## src/rtl/cpu_sequencer_pkg.sv

```systemverilog
// Shared types and encodings for the MSP430 control sequencer: FSM states,
// address-source codes, opcode constants and the decoded-instruction record.
package cpu_sequencer_pkg;

  typedef enum logic [3:0] {
    ST_RESET_VEC  = 4'd0,
    ST_FETCH      = 4'd1,
    ST_SRC_IDX    = 4'd2,
    ST_SRC_RD     = 4'd3,
    ST_DST_IDX    = 4'd4,
    ST_DST_RD     = 4'd5,
    ST_EXEC       = 4'd6,
    ST_WB_MEM     = 4'd7,
    ST_PUSH_DEC   = 4'd8,
    ST_PUSH_WR    = 4'd9,
    ST_POP_RD     = 4'd10,
    ST_INT_PC_DEC = 4'd11,
    ST_INT_PC_WR  = 4'd12,
    ST_INT_SR_DEC = 4'd13,
    ST_INT_SR_WR  = 4'd14,
    ST_INT_VEC    = 4'd15
  } state_t;

  localparam logic [2:0] MAB_PC  = 3'd0;
  localparam logic [2:0] MAB_SRC = 3'd1;
  localparam logic [2:0] MAB_DST = 3'd2;
  localparam logic [2:0] MAB_SP  = 3'd3;
  localparam logic [2:0] MAB_VEC = 3'd4;

  localparam logic [1:0] AS_REG = 2'b00;
  localparam logic [1:0] AS_IDX = 2'b01;
  localparam logic [1:0] AS_IND = 2'b10;
  localparam logic [1:0] AS_INC = 2'b11;

  localparam logic [3:0] OP_MOV = 4'h4;
  localparam logic [3:0] OP_CMP = 4'h9;
  localparam logic [3:0] OP_BIT = 4'hB;

  localparam logic [2:0] OP2_RRC  = 3'd0;
  localparam logic [2:0] OP2_SWPB = 3'd1;
  localparam logic [2:0] OP2_RRA  = 3'd2;
  localparam logic [2:0] OP2_SXT  = 3'd3;
  localparam logic [2:0] OP2_PUSH = 3'd4;
  localparam logic [2:0] OP2_CALL = 3'd5;
  localparam logic [2:0] OP2_RETI = 3'd6;

  localparam logic [3:0] REG_SR  = 4'd2;
  localparam logic [3:0] REG_CG2 = 4'd3;

  typedef enum logic [1:0] {FMT_ILLEGAL, FMT_JUMP, FMT_I, FMT_II} fmt_t;
  typedef enum logic [1:0] {SRC_NONE, SRC_IDX, SRC_IND, SRC_INC} src_mode_t;

  typedef struct packed {
    fmt_t      fmt;
    src_mode_t src_mode;
    logic      dst_mem;   // result lives in memory (Ad=1, or Format II memory operand)
    logic      is_mov;
    logic      is_push;
    logic      is_call;
    logic      is_reti;
    logic      alu;       // instruction needs the ALU in EXEC
    logic      wb;        // instruction writes a result back
  } dec_t;

endpackage

```

## src/rtl/cpu_sequencer_decode.sv

```systemverilog
// Combinational instruction decoder: classifies an MSP430 instruction word
// into format, opcode class and operand addressing mode.
module cpu_sequencer_decode
  import cpu_sequencer_pkg::*;
(
  input  logic [15:0] iw,
  output dec_t        dec
);

  logic [3:0] op_reg;
  logic [1:0] as_mode;
  logic       legal;
  logic       cg;

  always_comb begin
    dec     = '0;
    op_reg  = iw[3:0];
    as_mode = iw[5:4];
    legal   = 1'b0;
    cg      = 1'b0;

    if (iw[15:13] == 3'b001) begin
      dec.fmt = FMT_JUMP;
    end else if (iw[15:12] >= 4'h4) begin
      op_reg      = iw[11:8];
      dec.fmt     = FMT_I;
      dec.dst_mem = iw[7];
      dec.is_mov  = (iw[15:12] == OP_MOV);
      dec.alu     = (iw[15:12] != OP_MOV);
      dec.wb      = (iw[15:12] != OP_CMP) && (iw[15:12] != OP_BIT);
    end else if (iw[15:10] == 6'b000100) begin
      // Byte forms of SWPB, SXT, CALL and RETI do not exist and decode as illegal.
      case (iw[9:7])
        OP2_RRC, OP2_RRA: begin
          legal   = 1'b1;
          dec.alu = 1'b1;
          dec.wb  = 1'b1;
        end
        OP2_SWPB, OP2_SXT: begin
          legal   = !iw[6];
          dec.alu = 1'b1;
          dec.wb  = 1'b1;
        end
        OP2_PUSH: begin
          legal       = 1'b1;
          dec.is_push = 1'b1;
        end
        OP2_CALL: begin
          legal       = !iw[6];
          dec.is_call = 1'b1;
        end
        OP2_RETI: begin
          legal       = !iw[6];
          dec.is_reti = 1'b1;
        end
        default: legal = 1'b0;
      endcase
      if (legal) dec.fmt = FMT_II;
    end

    // R3 in any mode and R2 in modes 10/11 are constant generators: no memory access.
    cg = (op_reg == REG_CG2) || ((op_reg == REG_SR) && as_mode[1]);
    if ((dec.fmt inside {FMT_I, FMT_II}) && !dec.is_reti && !cg) begin
      case (as_mode)
        AS_REG: dec.src_mode = SRC_NONE;
        AS_IDX: dec.src_mode = SRC_IDX;
        AS_IND: dec.src_mode = SRC_IND;
        AS_INC: dec.src_mode = SRC_INC;
      endcase
    end
    if (dec.fmt == FMT_II) dec.dst_mem = (dec.src_mode != SRC_NONE);
  end

endmodule

```

## src/rtl/cpu_sequencer.sv

```systemverilog
// MSP430 control sequencer: fetch/decode, operand and stack access sequencing,
// interrupt/reset vectoring, and the per-cycle register-file strobes.
module cpu_sequencer
  import cpu_sequencer_pkg::*;
#(
  parameter logic [15:0] RESET_VECTOR = 16'hFFFE,
  parameter logic [15:0] NMI_VECTOR   = 16'hFFFC
) (
  input  logic        clk,
  input  logic        rst,
  input  logic [15:0] mdb_in,
  input  logic        mem_rdy,
  input  logic        GIE,
  input  logic        irq,
  input  logic [15:0] irq_vec,
  input  logic        nmi,
  output logic        IF,
  output logic        IdxF,
  output logic        SPF,
  output logic        INTACK,
  output logic        Ex,
  output logic        RW,
  output logic        srcInc,
  output logic        dstInc,
  output logic        mem_rd,
  output logic        mem_wr,
  output logic [2:0]  mab_sel,
  output logic [15:0] vec_addr,
  output logic [15:0] IW,
  output logic        irq_ack,
  output logic [3:0]  dbg_state
);

  // Memory handshake: a state that raises mem_rd or mem_wr holds that request and
  // mab_sel until the cycle mem_rdy=1; its strobes fire and the state advances
  // only in that cycle. States without a memory request last exactly one cycle.

  state_t state;
  logic   pop_second;
  logic   int_nmi;
  logic   int_take;
  dec_t   dec_new;
  dec_t   dec_cur;

  cpu_sequencer_decode u_dec_new (.iw(mdb_in), .dec(dec_new));
  cpu_sequencer_decode u_dec_cur (.iw(IW),     .dec(dec_cur));

  assign int_take  = nmi | (irq & GIE);
  assign dbg_state = state;

  function automatic state_t after_src(input dec_t d);
    state_t s;
    s = ST_EXEC;
    if (d.fmt == FMT_I) begin
      s = d.dst_mem ? ST_DST_IDX : ST_EXEC;
    end else if (d.is_push || d.is_call) begin
      s = ST_PUSH_DEC;
    end else if (d.is_reti) begin
      s = ST_POP_RD;
    end
    return s;
  endfunction

  function automatic state_t first_state(input dec_t d);
    state_t s;
    case (d.fmt)
      FMT_JUMP:    s = ST_EXEC;
      FMT_ILLEGAL: s = ST_FETCH;
      default: begin
        case (d.src_mode)
          SRC_IDX:          s = ST_SRC_IDX;
          SRC_IND, SRC_INC: s = ST_SRC_RD;
          default:          s = after_src(d);
        endcase
      end
    endcase
    return s;
  endfunction

  logic rd_raw;
  logic wr_raw;
  logic go;

  always_comb begin
    rd_raw  = 1'b0;
    wr_raw  = 1'b0;
    mab_sel = MAB_PC;
    IF      = 1'b0;
    IdxF    = 1'b0;
    SPF     = 1'b0;
    INTACK  = 1'b0;
    Ex      = 1'b0;
    RW      = 1'b0;
    srcInc  = 1'b0;
    dstInc  = 1'b0;  // no destination addressing mode auto-increments
    irq_ack = 1'b0;
    go      = 1'b0;

    case (state)
      ST_RESET_VEC: begin
        rd_raw  = 1'b1;
        mab_sel = MAB_VEC;
        INTACK  = 1'b1;
      end
      ST_FETCH: begin
        if (!int_take) begin
          rd_raw = 1'b1;
          IF     = 1'b1;
        end
      end
      ST_SRC_IDX, ST_DST_IDX: begin
        rd_raw = 1'b1;
        IdxF   = 1'b1;
      end
      ST_SRC_RD: begin
        rd_raw  = 1'b1;
        mab_sel = MAB_SRC;
        srcInc  = (dec_cur.src_mode == SRC_INC);
      end
      ST_DST_RD: begin
        rd_raw  = 1'b1;
        mab_sel = MAB_DST;
      end
      ST_EXEC: begin
        Ex = dec_cur.alu;
        RW = (dec_cur.wb && !dec_cur.dst_mem) || dec_cur.is_call;
      end
      ST_WB_MEM: begin
        wr_raw  = 1'b1;
        mab_sel = MAB_DST;
      end
      ST_PUSH_DEC, ST_INT_PC_DEC, ST_INT_SR_DEC: SPF = 1'b1;
      ST_PUSH_WR, ST_INT_PC_WR, ST_INT_SR_WR: begin
        wr_raw  = 1'b1;
        mab_sel = MAB_SP;
      end
      ST_POP_RD: begin
        // Popped word lands in SR on the first pop, PC on the second.
        rd_raw  = 1'b1;
        mab_sel = MAB_SP;
        srcInc  = 1'b1;
        RW      = 1'b1;
      end
      ST_INT_VEC: begin
        rd_raw  = 1'b1;
        mab_sel = MAB_VEC;
        INTACK  = 1'b1;
        irq_ack = !int_nmi;
      end
      default: ;
    endcase

    go      = rst && (!(rd_raw || wr_raw) || mem_rdy);
    IF      = IF      & go;
    IdxF    = IdxF    & go;
    SPF     = SPF     & go;
    INTACK  = INTACK  & go;
    Ex      = Ex      & go;
    RW      = RW      & go;
    srcInc  = srcInc  & go;
    irq_ack = irq_ack & go;
    mem_rd  = rd_raw  & rst;
    mem_wr  = wr_raw  & rst;
    if (!rst) mab_sel = MAB_VEC;
  end

  always_ff @(posedge clk or negedge rst) begin
    if (!rst) begin
      state      <= ST_RESET_VEC;
      IW         <= '0;
      vec_addr   <= RESET_VECTOR;
      int_nmi    <= 1'b0;
      pop_second <= 1'b0;
    end else begin
      case (state)
        ST_RESET_VEC: if (mem_rdy) state <= ST_FETCH;
        ST_FETCH: begin
          if (int_take) begin
            vec_addr <= nmi ? NMI_VECTOR : irq_vec;
            int_nmi  <= nmi;
            state    <= ST_INT_PC_DEC;
          end else if (mem_rdy) begin
            IW    <= mdb_in;
            state <= first_state(dec_new);
          end
        end
        ST_SRC_IDX: if (mem_rdy) state <= ST_SRC_RD;
        ST_SRC_RD:  if (mem_rdy) state <= after_src(dec_cur);
        ST_DST_IDX: if (mem_rdy) state <= dec_cur.is_mov ? ST_EXEC : ST_DST_RD;
        ST_DST_RD:  if (mem_rdy) state <= ST_EXEC;
        ST_EXEC:    state <= (dec_cur.wb && dec_cur.dst_mem) ? ST_WB_MEM : ST_FETCH;
        ST_WB_MEM:  if (mem_rdy) state <= ST_FETCH;
        ST_PUSH_DEC: state <= ST_PUSH_WR;
        ST_PUSH_WR: if (mem_rdy) state <= dec_cur.is_call ? ST_EXEC : ST_FETCH;
        ST_POP_RD: begin
          if (mem_rdy) begin
            pop_second <= !pop_second;
            if (pop_second) state <= ST_FETCH;
          end
        end
        ST_INT_PC_DEC: state <= ST_INT_PC_WR;
        ST_INT_PC_WR:  if (mem_rdy) state <= ST_INT_SR_DEC;
        ST_INT_SR_DEC: state <= ST_INT_SR_WR;
        ST_INT_SR_WR:  if (mem_rdy) state <= ST_INT_VEC;
        ST_INT_VEC:    if (mem_rdy) state <= ST_FETCH;
        default:       state <= ST_RESET_VEC;
      endcase
    end
  end

endmodule

```

## config.mk

```make
export PLATFORM = sky130hd
export DESIGN_NAME = cpu_sequencer
export DESIGN_NICKNAME = d
export VERILOG_FILES = /design/src/rtl/cpu_sequencer_pkg.sv /design/src/rtl/cpu_sequencer_decode.sv /design/src/rtl/cpu_sequencer.sv
export SDC_FILE = /design/constraint.sdc
export NUM_CORES = 1
export LEC_CHECK = 0
export ABC_CLOCK_PERIOD_IN_PS = 2800
export CAP_MARGIN = 30
export CORE_MARGIN = 2
export CORE_UTILIZATION = 60
export CTS_BUF_LIST = sky130_fd_sc_hd__clkbuf_4 sky130_fd_sc_hd__clkbuf_8 sky130_fd_sc_hd__clkbuf_16
export CTS_CLUSTER_DIAMETER = 60
export CTS_CLUSTER_SIZE = 20
export DETAILED_ROUTE_END_ITERATION = 8
export DONT_BUFFER_PORTS = 1
export PLACE_DENSITY_LB_ADDON = 0.1
export SLEW_MARGIN = 0
export SYNTH_ARGS = -nofsm -noshare
export SYNTH_HDL_FRONTEND = slang
export SYNTH_SLANG_ARGS = --single-unit
```

## constraint.sdc

```tcl
create_clock -name clk -period 2.8 [get_ports clk]
set_clock_uncertainty 0.15 [all_clocks]
set_input_delay 0.42 -clock clk [delete_from_list [all_inputs] [get_ports clk]]
set_output_delay 0.42 -clock clk [all_outputs]
set_load 0.005 [all_outputs]
```

==> results.toml, run 1 <==
[layout]
nNetsFinal = 323
fin_util_pct = 68.15
final_cell_mix = "50 x nor2_1, 23 x dfrtp_1, 22 x a21oi_1"
drive_gt1_share_pct = 26.57
fin_area_um2 = 2706
fillers = 341
area_growth_pct = 9.909
n_antenna_cell = 0
multi_input_area_um2 = 1436
final_cells = 336
layout_commonest_cell = "nor2_1"
seqCellArea_um2 = 969.7

[worst_setup_path]
crit_arrival_ps = 2140
rr_startpoint = "IW[11]$_DFFE_PN0P_"
cp-start-kind = "flip-flop"
cp-startpoint = "dbg_state[1]$_DFFE_PN0P_"
cp-end-kind = "primary output"
critPathKind = "flip-flop to primary output"
crit_fanout = 8
cp_data_required_time_ps = 2230

[floorplan]
die_h_um = 68.06
die_x_um = 68.06
core_area_um2 = 3971
dieArea_um2 = 4632
rows = 23
start_util_pct = 62.00
num_io_pins = 88

[clock_tree]
worstSkewPairLatency_ps = 290
clk_pin_slew_ps = 80
root_buffer = "clkbuf_8"
cts_made_buffers = 5
clock_sinks = 38
clock_path_buffers = 2
cts_tree = "yes"
h-tree-depth = 2

[yosys]
synth_edf_count = 0
ys_warn_count = 0
synth_nets = 319
postSynth.asyncResetShare_pct = 100.0
synth-main-ff-cell = "dfrtp_1"
seq_area_frac_synth_pct = 39.38
synth.ff_latch_count = 38
synth.avg_cell_area_um2 = 8.763
syn_area_um2 = 2462
synthCells = 281
synth.distinct_cells = 62

[routing]
antenna_left = 0
drt_iter0_drc = 145
routed_wl_um = 6091
detail_route.wl_per_cell_um = 18.13
drc_errors = 0
detail_route.first_pass.iterations = 5
via_count = 2067
via_per_inst = 6.152

[global_routing]
grt_pass1_wl_um = 9225
antenna_found_initial = 0
grt_max_degree = 39
track_usage_pct = 26.84
first_global_vias = 1857
grt-ovfl-total = 0

[place]
gp_congestion = 0.8742
io_buffers = 0
dp_hpwl_um = 4338
postPlaceCellArea_um2 = 2549
dp_cells = 326

[power_and_ir_drop]
power_density_nw_per_um2 = 1058
vdd_ir_drop_max_v = 0.0006282
p_leak_nw = 1.060
internal_power_mw = 1.647
power_frac_seq_pct = 38.6
power_mw = 2.863
p_comb_share_pct = 47.7
clkPwrFrac_pct = 13.7
switching_share_pct = 42.49
p_switching_mw = 1.217

[timing]
report.final.setup_viol = 0
clock.fmax_mhz = 368.9
final_hold_viol_count = 0
min_period_over_period_pct = 96.81
hold_slack_ps = 107.5
slew_viol_final = 0
min_period_ps = 2711

[outcome]
outcome = "complete, no violations"

[hold_path]
hold_start = "irq_vec[8]"
hold_path.class = "input port to flip-flop"

[flow_run]
drv_cap = 0
-- worst paths after layout --
check | cells after the start | to | slack, ps
setup / recovery | 6 | irq_ack | 90
hold / removal | 2 | vec_addr[8]$_DFFE_PN1P_ | 110
setup reg to reg | 6 | dbg_state[1]$_DFFE_PN0P_ | 470
hold reg to reg | 1 | pop_second$_DFFE_PN0P_ | 320
max in group asynchronous | 2 | vec_addr[7]$_DFFE_PN1P_ | 1810
min in group asynchronous | 2 | pop_second$_DFFE_PN0P_ | 420
-- final cells by class --
cell class	count	area share, %
clock buffer	6	3.051
clock inverter	2	0.4623
inverter	6	0.8322
multi-input combinational	220	53.07
sequential	38	35.83
tap	50	2.312
timing repair buffer	14	4.438
-- sequential cells by signal, indices dropped and copies added (netlist names) --
name	cells
IW	16
vec_addr	16
dbg_state	4
int_nmi	1
pop_second	1
-- cells by family (layout without fill, tap and decap cells) --
group                  count (synthesis)  in the layout  share of synthesized area, %
XOR/XNOR                               3              3                         1.067
multiplexers                          17             17                         7.723
buffers and inverters                 23             28                         3.709
flip-flops                            38             38                         39.38
AND/OR/NAND/NOR                      123            123                         26.37
other                                  1              1                        0.1523
AO/OA/AOI/OAI                         76             76                         21.60
-- worst max-delay path, stage by stage, from the launching register on --
cell	delay, ps
dfrtp_1	390
or4b_4	580
o221a_4	310
nand2_2	100
nand2_4	100
nor4_2	220
buf_4	150
-- cell usage after synthesis, types with 2 or more instances --
master	count	area (um^2)
a211o_1	2	17.52
o21ai_0	19	95.09
nor2_1	52	195.2
o31ai_1	2	15.01
or3b_2	2	17.52
nand4_1	2	12.51
mux2_2	16	180.2
or3_1	2	12.51
nand3_1	7	35.03
and2_1	2	12.51
nand2b_1	8	50.05
a21oi_1	22	110.1
dfstp_2	15	394.1
or2_2	3	18.77
dfrtp_1	23	575.6
nand2_1	16	60.06
or4b_2	2	20.02
nor3b_1	4	30.03
o32ai_1	3	26.28
nand3b_1	2	15.01
nor4b_2	2	30.03
a22o_1	3	26.28
a221oi_1	2	17.52
nor4_1	3	18.77
nor2b_1	7	43.79
inv_1	6	22.52
a22oi_1	3	22.52
xnor2_1	2	17.52
and3_1	3	18.77
clkbuf_1	14	52.55
-- power groups by stage --
stage | combinational (mW) | clock (mW) | sequential [mW]
2_1_floorplan | 1.02 | 0 | 1.06
3_3_place_gp | 1.27 | 0 | 1.10
3_5_place_dp | 1.30 | 0 | 1.11
4_1_cts | 1.32 | 0.404 | 1.10
5_1_grt | 1.52 | 0.431 | 1.15
6_report | 1.37 | 0.391 | 1.10
-- routing by layer --
metal	vias to the layer above	GRT usage, %	part of all wire [%]
met5	-	0	0
met1	969	36.25	44
met4	0	7.500	1.3
met3	8	9.539	6.9
met2	69	40.78	48
li1	1021	-	-
-- timing repair --
action	in CTS	in global routing
cloned	0	0
endpoints found under the setup margin	2	3
gates resized for setup	1	6
endpoints found under the hold margin	38	0
hold buffers	2	0
buffers inserted	0	0
-- stage by stage --
stage / TNS [ps] / setup slack (ps)
global placement: 0 / 309.5
detailed placement: 0 / 251.4
CTS: 0 / 13.08
finish: 0 / 89.26
global route: -1.213 / -1.213
floorplan: 0 / 431.6
(Power assumes the default switching activity.)
==> inputs of run 2 (changes only) <==
- ABC_CLOCK_PERIOD_IN_PS: 2800 -> default
==> results of run 2 <==
Final layout, timing and power as in run 1 (identical DEF).
